`src/rtl/sdf_frame_ctrl.sv`:
```
// sdf_frame_ctrl
// Frame sequencer wrapped around a radix-2 SDF FFT stage chain.
//  Input side: captures one N-sample frame from a valid/ready source into a
//  buffer. It then replays the frame to the first stage as one gap-free
//  fft_in_en burst of N cycles. After the burst it holds fft_in_en low for
//  FLUSH_CYCLES cycles so the pipeline drains.
//  Output side: registers the last stage's output, tags each sample with its
//  natural-order bin index, marks the last sample of each frame, counts
//  completed frames and flags broken frames.
// Ports
//  clock, reset        master clock (rising edge), asynchronous active-high reset
//  enable              allows a new frame load (sampled in IDLE and at end of flush)
//  s_valid/s_ready     source handshake, s_real/s_imag source sample
//  fft_in_en/_real/_imag   drive to first SDF stage
//  fft_out_en/_real/_imag  from last SDF stage
//  m_valid/m_real/m_imag/m_index/m_last   tagged result stream (no backpressure)
//  busy                FSM not idle
//  frame_err, err_clr  sticky broken-frame flag and its synchronous clear
//  frame_cnt           completed output frames, wraps at 2^16
module sdf_frame_ctrl #(
    parameter int WIDTH        = 32,
    parameter int N            = 16,
    parameter int LOG2N        = 4,
    parameter int FLUSH_CYCLES = 16
) (
    input  logic             clock,
    input  logic             reset,
    input  logic             enable,
    input  logic             s_valid,
    output logic             s_ready,
    input  logic [WIDTH-1:0] s_real,
    input  logic [WIDTH-1:0] s_imag,
    output logic             fft_in_en,
    output logic [WIDTH-1:0] fft_in_real,
    output logic [WIDTH-1:0] fft_in_imag,
    input  logic             fft_out_en,
    input  logic [WIDTH-1:0] fft_out_real,
    input  logic [WIDTH-1:0] fft_out_imag,
    output logic             m_valid,
    output logic [WIDTH-1:0] m_real,
    output logic [WIDTH-1:0] m_imag,
    output logic [LOG2N-1:0] m_index,
    output logic             m_last,
    output logic             busy,
    output logic             frame_err,
    input  logic             err_clr,
    output logic [15:0]      frame_cnt
);

    typedef enum logic [1:0] {IDLE, LOAD, BURST, FLUSH} state_t;

    localparam logic [LOG2N-1:0] LAST_IDX   = LOG2N'(N - 1);
    localparam logic [LOG2N-1:0] IDX_ONE    = LOG2N'(1);
    localparam logic [7:0]       FLUSH_LAST = 8'(FLUSH_CYCLES - 1);

    state_t             state_reg;
    logic [LOG2N-1:0]   wr_reg;
    logic [LOG2N-1:0]   rd_reg;
    logic [7:0]         flush_reg;
    logic               s_ready_reg;
    logic               busy_reg;
    logic               fft_in_en_reg;
    logic [WIDTH-1:0]   fft_in_real_reg;
    logic [WIDTH-1:0]   fft_in_imag_reg;

    logic [2*WIDTH-1:0] buf_mem [0:N-1];
    logic [2*WIDTH-1:0] rd_word;
    logic               accept;

    assign accept  = (state_reg == LOAD) && s_ready_reg && s_valid;
    assign rd_word = buf_mem[rd_reg];

    // Frame buffer: written only while loading, never reset (contents are
    // irrelevant until a complete frame has been captured).
    always_ff @(posedge clock) begin
        if (accept) begin
            buf_mem[wr_reg] <= {s_real, s_imag};
        end
    end

    // Input-side sequencer. The burst's first sample is launched on the same
    // edge that takes the Nth accept, so en and data rise together. rd_reg
    // then walks 1..N-1 and wraps to 0, which marks "all N samples issued".
    always_ff @(posedge clock or posedge reset) begin
        if (reset) begin
            state_reg       <= IDLE;
            wr_reg          <= '0;
            rd_reg          <= '0;
            flush_reg       <= '0;
            s_ready_reg     <= 1'b0;
            busy_reg        <= 1'b0;
            fft_in_en_reg   <= 1'b0;
            fft_in_real_reg <= '0;
            fft_in_imag_reg <= '0;
        end else begin
            case (state_reg)
                IDLE: begin
                    if (enable) begin
                        state_reg   <= LOAD;
                        s_ready_reg <= 1'b1;
                        busy_reg    <= 1'b1;
                    end
                end
                LOAD: begin
                    if (accept) begin
                        if (wr_reg == LAST_IDX) begin
                            wr_reg          <= '0;
                            s_ready_reg     <= 1'b0;
                            state_reg       <= BURST;
                            fft_in_en_reg   <= 1'b1;
                            fft_in_real_reg <= rd_word[2*WIDTH-1:WIDTH];
                            fft_in_imag_reg <= rd_word[WIDTH-1:0];
                            rd_reg          <= rd_reg + IDX_ONE;
                        end else begin
                            wr_reg <= wr_reg + IDX_ONE;
                        end
                    end
                end
                BURST: begin
                    if (rd_reg == '0) begin
                        // Data registers keep the last sample through the flush.
                        fft_in_en_reg <= 1'b0;
                        flush_reg     <= '0;
                        state_reg     <= FLUSH;
                    end else begin
                        fft_in_real_reg <= rd_word[2*WIDTH-1:WIDTH];
                        fft_in_imag_reg <= rd_word[WIDTH-1:0];
                        rd_reg          <= rd_reg + IDX_ONE;
                    end
                end
                FLUSH: begin
                    if (flush_reg == FLUSH_LAST) begin
                        if (enable) begin
                            state_reg   <= LOAD;
                            s_ready_reg <= 1'b1;
                        end else begin
                            state_reg <= IDLE;
                            busy_reg  <= 1'b0;
                        end
                    end else begin
                        flush_reg <= flush_reg + 8'd1;
                    end
                end
                default: begin
                    state_reg   <= IDLE;
                    s_ready_reg <= 1'b0;
                    busy_reg    <= 1'b0;
                end
            endcase
        end
    end

    assign s_ready     = s_ready_reg;
    assign busy        = busy_reg;
    assign fft_in_en   = fft_in_en_reg;
    assign fft_in_real = fft_in_real_reg;
    assign fft_in_imag = fft_in_imag_reg;

    // Output side. SDF output arrives in bit-reversed order, so reversing
    // the position counter gives the natural-order bin.
    logic [LOG2N-1:0] out_cnt_reg;
    logic [LOG2N-1:0] out_cnt_rev;
    logic             err_set;
    logic             m_valid_reg;
    logic [WIDTH-1:0] m_real_reg;
    logic [WIDTH-1:0] m_imag_reg;
    logic [LOG2N-1:0] m_index_reg;
    logic             m_last_reg;
    logic             frame_err_reg;
    logic [15:0]      frame_cnt_reg;

    generate
        for (genvar gi = 0; gi < LOG2N; gi++) begin : g_bitrev
            assign out_cnt_rev[gi] = out_cnt_reg[LOG2N-1-gi];
        end
    endgenerate

    // A gap in fft_out_en part-way through a frame means the frame is broken.
    assign err_set = !fft_out_en && (out_cnt_reg != '0);

    always_ff @(posedge clock or posedge reset) begin
        if (reset) begin
            out_cnt_reg   <= '0;
            m_valid_reg   <= 1'b0;
            m_real_reg    <= '0;
            m_imag_reg    <= '0;
            m_index_reg   <= '0;
            m_last_reg    <= 1'b0;
            frame_err_reg <= 1'b0;
            frame_cnt_reg <= '0;
        end else begin
            m_valid_reg <= fft_out_en;
            m_real_reg  <= fft_out_real;
            m_imag_reg  <= fft_out_imag;
            m_index_reg <= out_cnt_rev;
            m_last_reg  <= fft_out_en && (out_cnt_reg == LAST_IDX);
            if (fft_out_en) begin
                out_cnt_reg <= out_cnt_reg + IDX_ONE;
                if (out_cnt_reg == LAST_IDX) begin
                    frame_cnt_reg <= frame_cnt_reg + 16'd1;
                end
            end else if (err_set) begin
                out_cnt_reg <= '0;
            end
            // A new error takes priority over a simultaneous clear.
            if (err_set) begin
                frame_err_reg <= 1'b1;
            end else if (err_clr) begin
                frame_err_reg <= 1'b0;
            end
        end
    end

    assign m_valid   = m_valid_reg;
    assign m_real    = m_real_reg;
    assign m_imag    = m_imag_reg;
    assign m_index   = m_index_reg;
    assign m_last    = m_last_reg;
    assign frame_err = frame_err_reg;
    assign frame_cnt = frame_cnt_reg;

endmodule

```
`config.mk`:
```
export PLATFORM = sky130hd
export DESIGN_NAME = sdf_frame_ctrl
export DESIGN_NICKNAME = d
export VERILOG_FILES = /design/src/rtl/sdf_frame_ctrl.sv
export SDC_FILE = /design/constraint.sdc
export NUM_CORES = 1
export LEC_CHECK = 0
export CORE_MARGIN = 10
export CORE_UTILIZATION = 53
export DETAILED_ROUTE_END_ITERATION = 7
export HOLD_SLACK_MARGIN = 0.15
export PLACE_DENSITY_LB_ADDON = 0.25
export SETUP_SLACK_MARGIN = 0.5
export SYNTH_ARGS = -nofsm -noshare
export SYNTH_HDL_FRONTEND = slang
export SYNTH_SLANG_ARGS = --single-unit
```
`constraint.sdc`:
```
create_clock -name clock -period 5.5 [get_ports clock]
set_input_delay 0.825 -clock clock [delete_from_list [all_inputs] [get_ports clock]]
set_output_delay 0.825 -clock clock [all_outputs]
set_load 0.01 [all_outputs]
```
==> results.yml <==
status:
  status: "completed"
sta:
  holdWs_ps: 449
  worst_slew_pin_slew_ps: 1110
  period_share_pct: 67.5
  fmax_mhz: 269
  setup_viol: 0
  hold_viol: 0
  fin_crit_ps: 3710
  drv_slew: 0
  skew_ps: 20.6
  totalNegativeSetupSlack_ps: 0
  grt_setup_unrepaired: "false"
  slew_headroom_pct: 26.1
power:
  clockPowerShare_pct: 43.0
  p_int_uw: 14500
  power_density_nw_per_um2: 339
  pwr-share-comb_pct: 1.9
  p_sw_uw: 3540
  power_frac_seq_pct: 55.0
  total_power_uw: 18100
  peakVddDrop_mv: 0.293
  total_leakage_power_uw: 0.0180
  p_sw_share_pct: 19.6
die:
  io_pins: 288
  die-width_um: 312
  start_util_pct: 53.3
  core_area_um2: 85000
  die_h_um: 312
  row_count: 107
  dieArea_um2: 97500
synthesis:
  synthesis.instances: 2001
  synth_ff_type: "edfxtp_1"
  ys_seq_area_share_pct: 77.6
  synth_fp_nets: 2150
  ys_top_cells_by_count: "edfxtp_1 (1,024), mux4_2 (256), dfrtp_1 (176)"
  postSynthAreaPerCell_um2: 22.6
  synth_cell_type_count: 46
  synth-seq-cells: 1200
  synth_top_cell_by_area: "edfxtp_1"
  yosysMostFrequentCell: "edfxtp_1"
  synth_area_um2: 45300
  synth-async-reset-ratio_pct: 14.7
  synthTopCellsByArea: "edfxtp_1 (68%), mux4_2 (13%), dfrtp_1 (9.7%)"
  synth_edf_count: 1024
  synth_top_area_share_pct: 67.9
  yosysWarnings: 0
grt:
  track_usage_pct: 19.7
  grt_pass1_wl_um: 146000
  grt_max_degree: 130
  overflow: 0
  grt_antenna_before_repair: 9
  grt_pass1_vias: 23000
clocking:
  numCtsBuffers: 117
  htree_num_levels: 3
  postCtsSetupBuffers: 0
  cts_root_buf: "clkbuf_16"
  ctsHoldBuffers: 0
  cts_tree: "done"
  path_clk_slew_ps: 60
  cts_max_path_buffers: 3
  clkLatencyLatePin_ps: 690
  clock-sinks: 1200
  cts-resized-gates: 0
critical_path:
  worstReg2RegStart: "rd_reg[1]"
  path_buf_inv: 3
  startpoint_type: "register"
  r2r-end: "fft_in_real[27]"
  cp_top_family: "buffers and inverters"
  cp_data_required_time_ps: 6020
  critPathArrivalTime_ps: 4230
  r2r_cells: 8
  critPathSlowestCell: "buf_4"
  endpoint_kind: "register"
  r2r_slack_ps: 1790
  worst-path-max-fanout: 69
  cpPeakStageDelay_ps: 710
  crit_type: "register to register"
  path_cells: "inv_6 -> ha_1 -> and4bb_4 -> o21bai_4 -> buf_4 -> or3_4 -> buf_12 -> o221ai_1"
route:
  drc: 0
  met3_length_um: 6610
  drtIter0Drc: 2051
  routed_wl_um: 95600
  ant_nets: 0
  wire_per_inst_um: 26.6
  met2_length_um: 47500
  vias_per_cell: 5.91
  drt-met1-wl_um: 39500
  first_pass_iters: 5
  highest_layer: "met5"
  via_count: 21200
finish:
  finalNonFillerCells: 3595
  top_register: "buf_mem"
  fin_nets: 2492
  largest_reg_flops: 1024
  synthToLayoutAreaGrowth_pct: 17.6
  drive_above_1_share_pct: 22.6
  fin_area_um2: 53200
placed_design:
  port-buffer-count: 287
  dp.cells: 3368
  dp_hpwl_um: 54000
  place_congestion: 0.760
  placed_area_um2: 49400
flow_run:
  maxCapViolCount: 0
worst_hold_path:
  hp-start: "out_cnt_reg[3]"
  min_to: "m_index[0]"
  whs_path_depth: 0
  hp-class: "register to register"
layout by cell type, fill, tap and decap left out, types with 20 or more instances in the layout:
master and n:
edfxtp_1 1024, clkdlybuf4s50_1 287, mux4_2 256, dfrtp_1 174, mux2i_1 129, clkbuf_16 119, o21ai_0 77, o221ai_2 60
buf_4 35, clkbuf_1 33, clkinv_2 21, clkinv_1 20
logic make-up (layout without fill, tap and decap cells):
kind of cell	after synthesis	after routing	share of synthesized area [%]
multiplexers	388	388	15.7
other	0	5	0
flip-flops	1200	1200	77.6
AND/OR/NAND/NOR	92	92	1.12
AO/OA/AOI/OAI	162	162	3.30
adder cells (fa/ha/maj)	15	15	0.415
buffers and inverters	121	566	1.41
XOR/XNOR	23	23	0.445
layer usage:
metal  vias to the layer above  global-route usage [%]
met5                         -                       0
met4                         6                    5.60
met3                       146                    3.97
met2                       778                    32.3
met1                     11300                    26.7
li1                       9046                       -
worst max path at each step:
| stage | from | to | slack, ps | cells past startpoint |
|---|---|---|---|---|
| global route | rd_reg[1] | fft_in_real[27] | 1600 | 8 |
| global placement | s_valid | buf_mem[9][30] | 1740 | 6 |
| detailed placement | s_valid | buf_mem[11][10] | 1650 | 6 |
| floorplan | s_valid | buf_mem[15][0] | 1370 | 2 |
| CTS | rd_reg[1] | fft_in_real[27] | 1760 | 8 |
| finish | rd_reg[1] | fft_in_real[27] | 1790 | 8 |
cell type report:
type	instances	area (µm²)
clock buffers	162	3240
diodes	5	12.5
inverters	18	76.3
clock inverters	60	541
multi-input cells	680	9550
repair buffers	326	3220
fillers	5780	31800
flip-flops and latches	1200	35200
well taps	1144	1430
power groups by stage:
stage	Combinational (µW)	Sequential, µW	Clock, µW
4_1_cts	358	9940	7900
5_1_grt	384	9940	8260
3_5_place_dp	356	10100	0
3_3_place_gp	337	10100	0
2_1_floorplan	43.8	10100	0
6_report	352	9940	7770
metrics by stage:
stage / util (%) / worst slack [ps]
4_1_cts: 62.6 / 1760
3_3_place_gp: 58.2 / 1740
2_1_floorplan: - / 1370
5_1_grt: 62.6 / 1600
6_report: 62.6 / 1790
3_5_place_dp: 58.2 / 1650
Note: power is estimated with default switching activity, not from simulation.
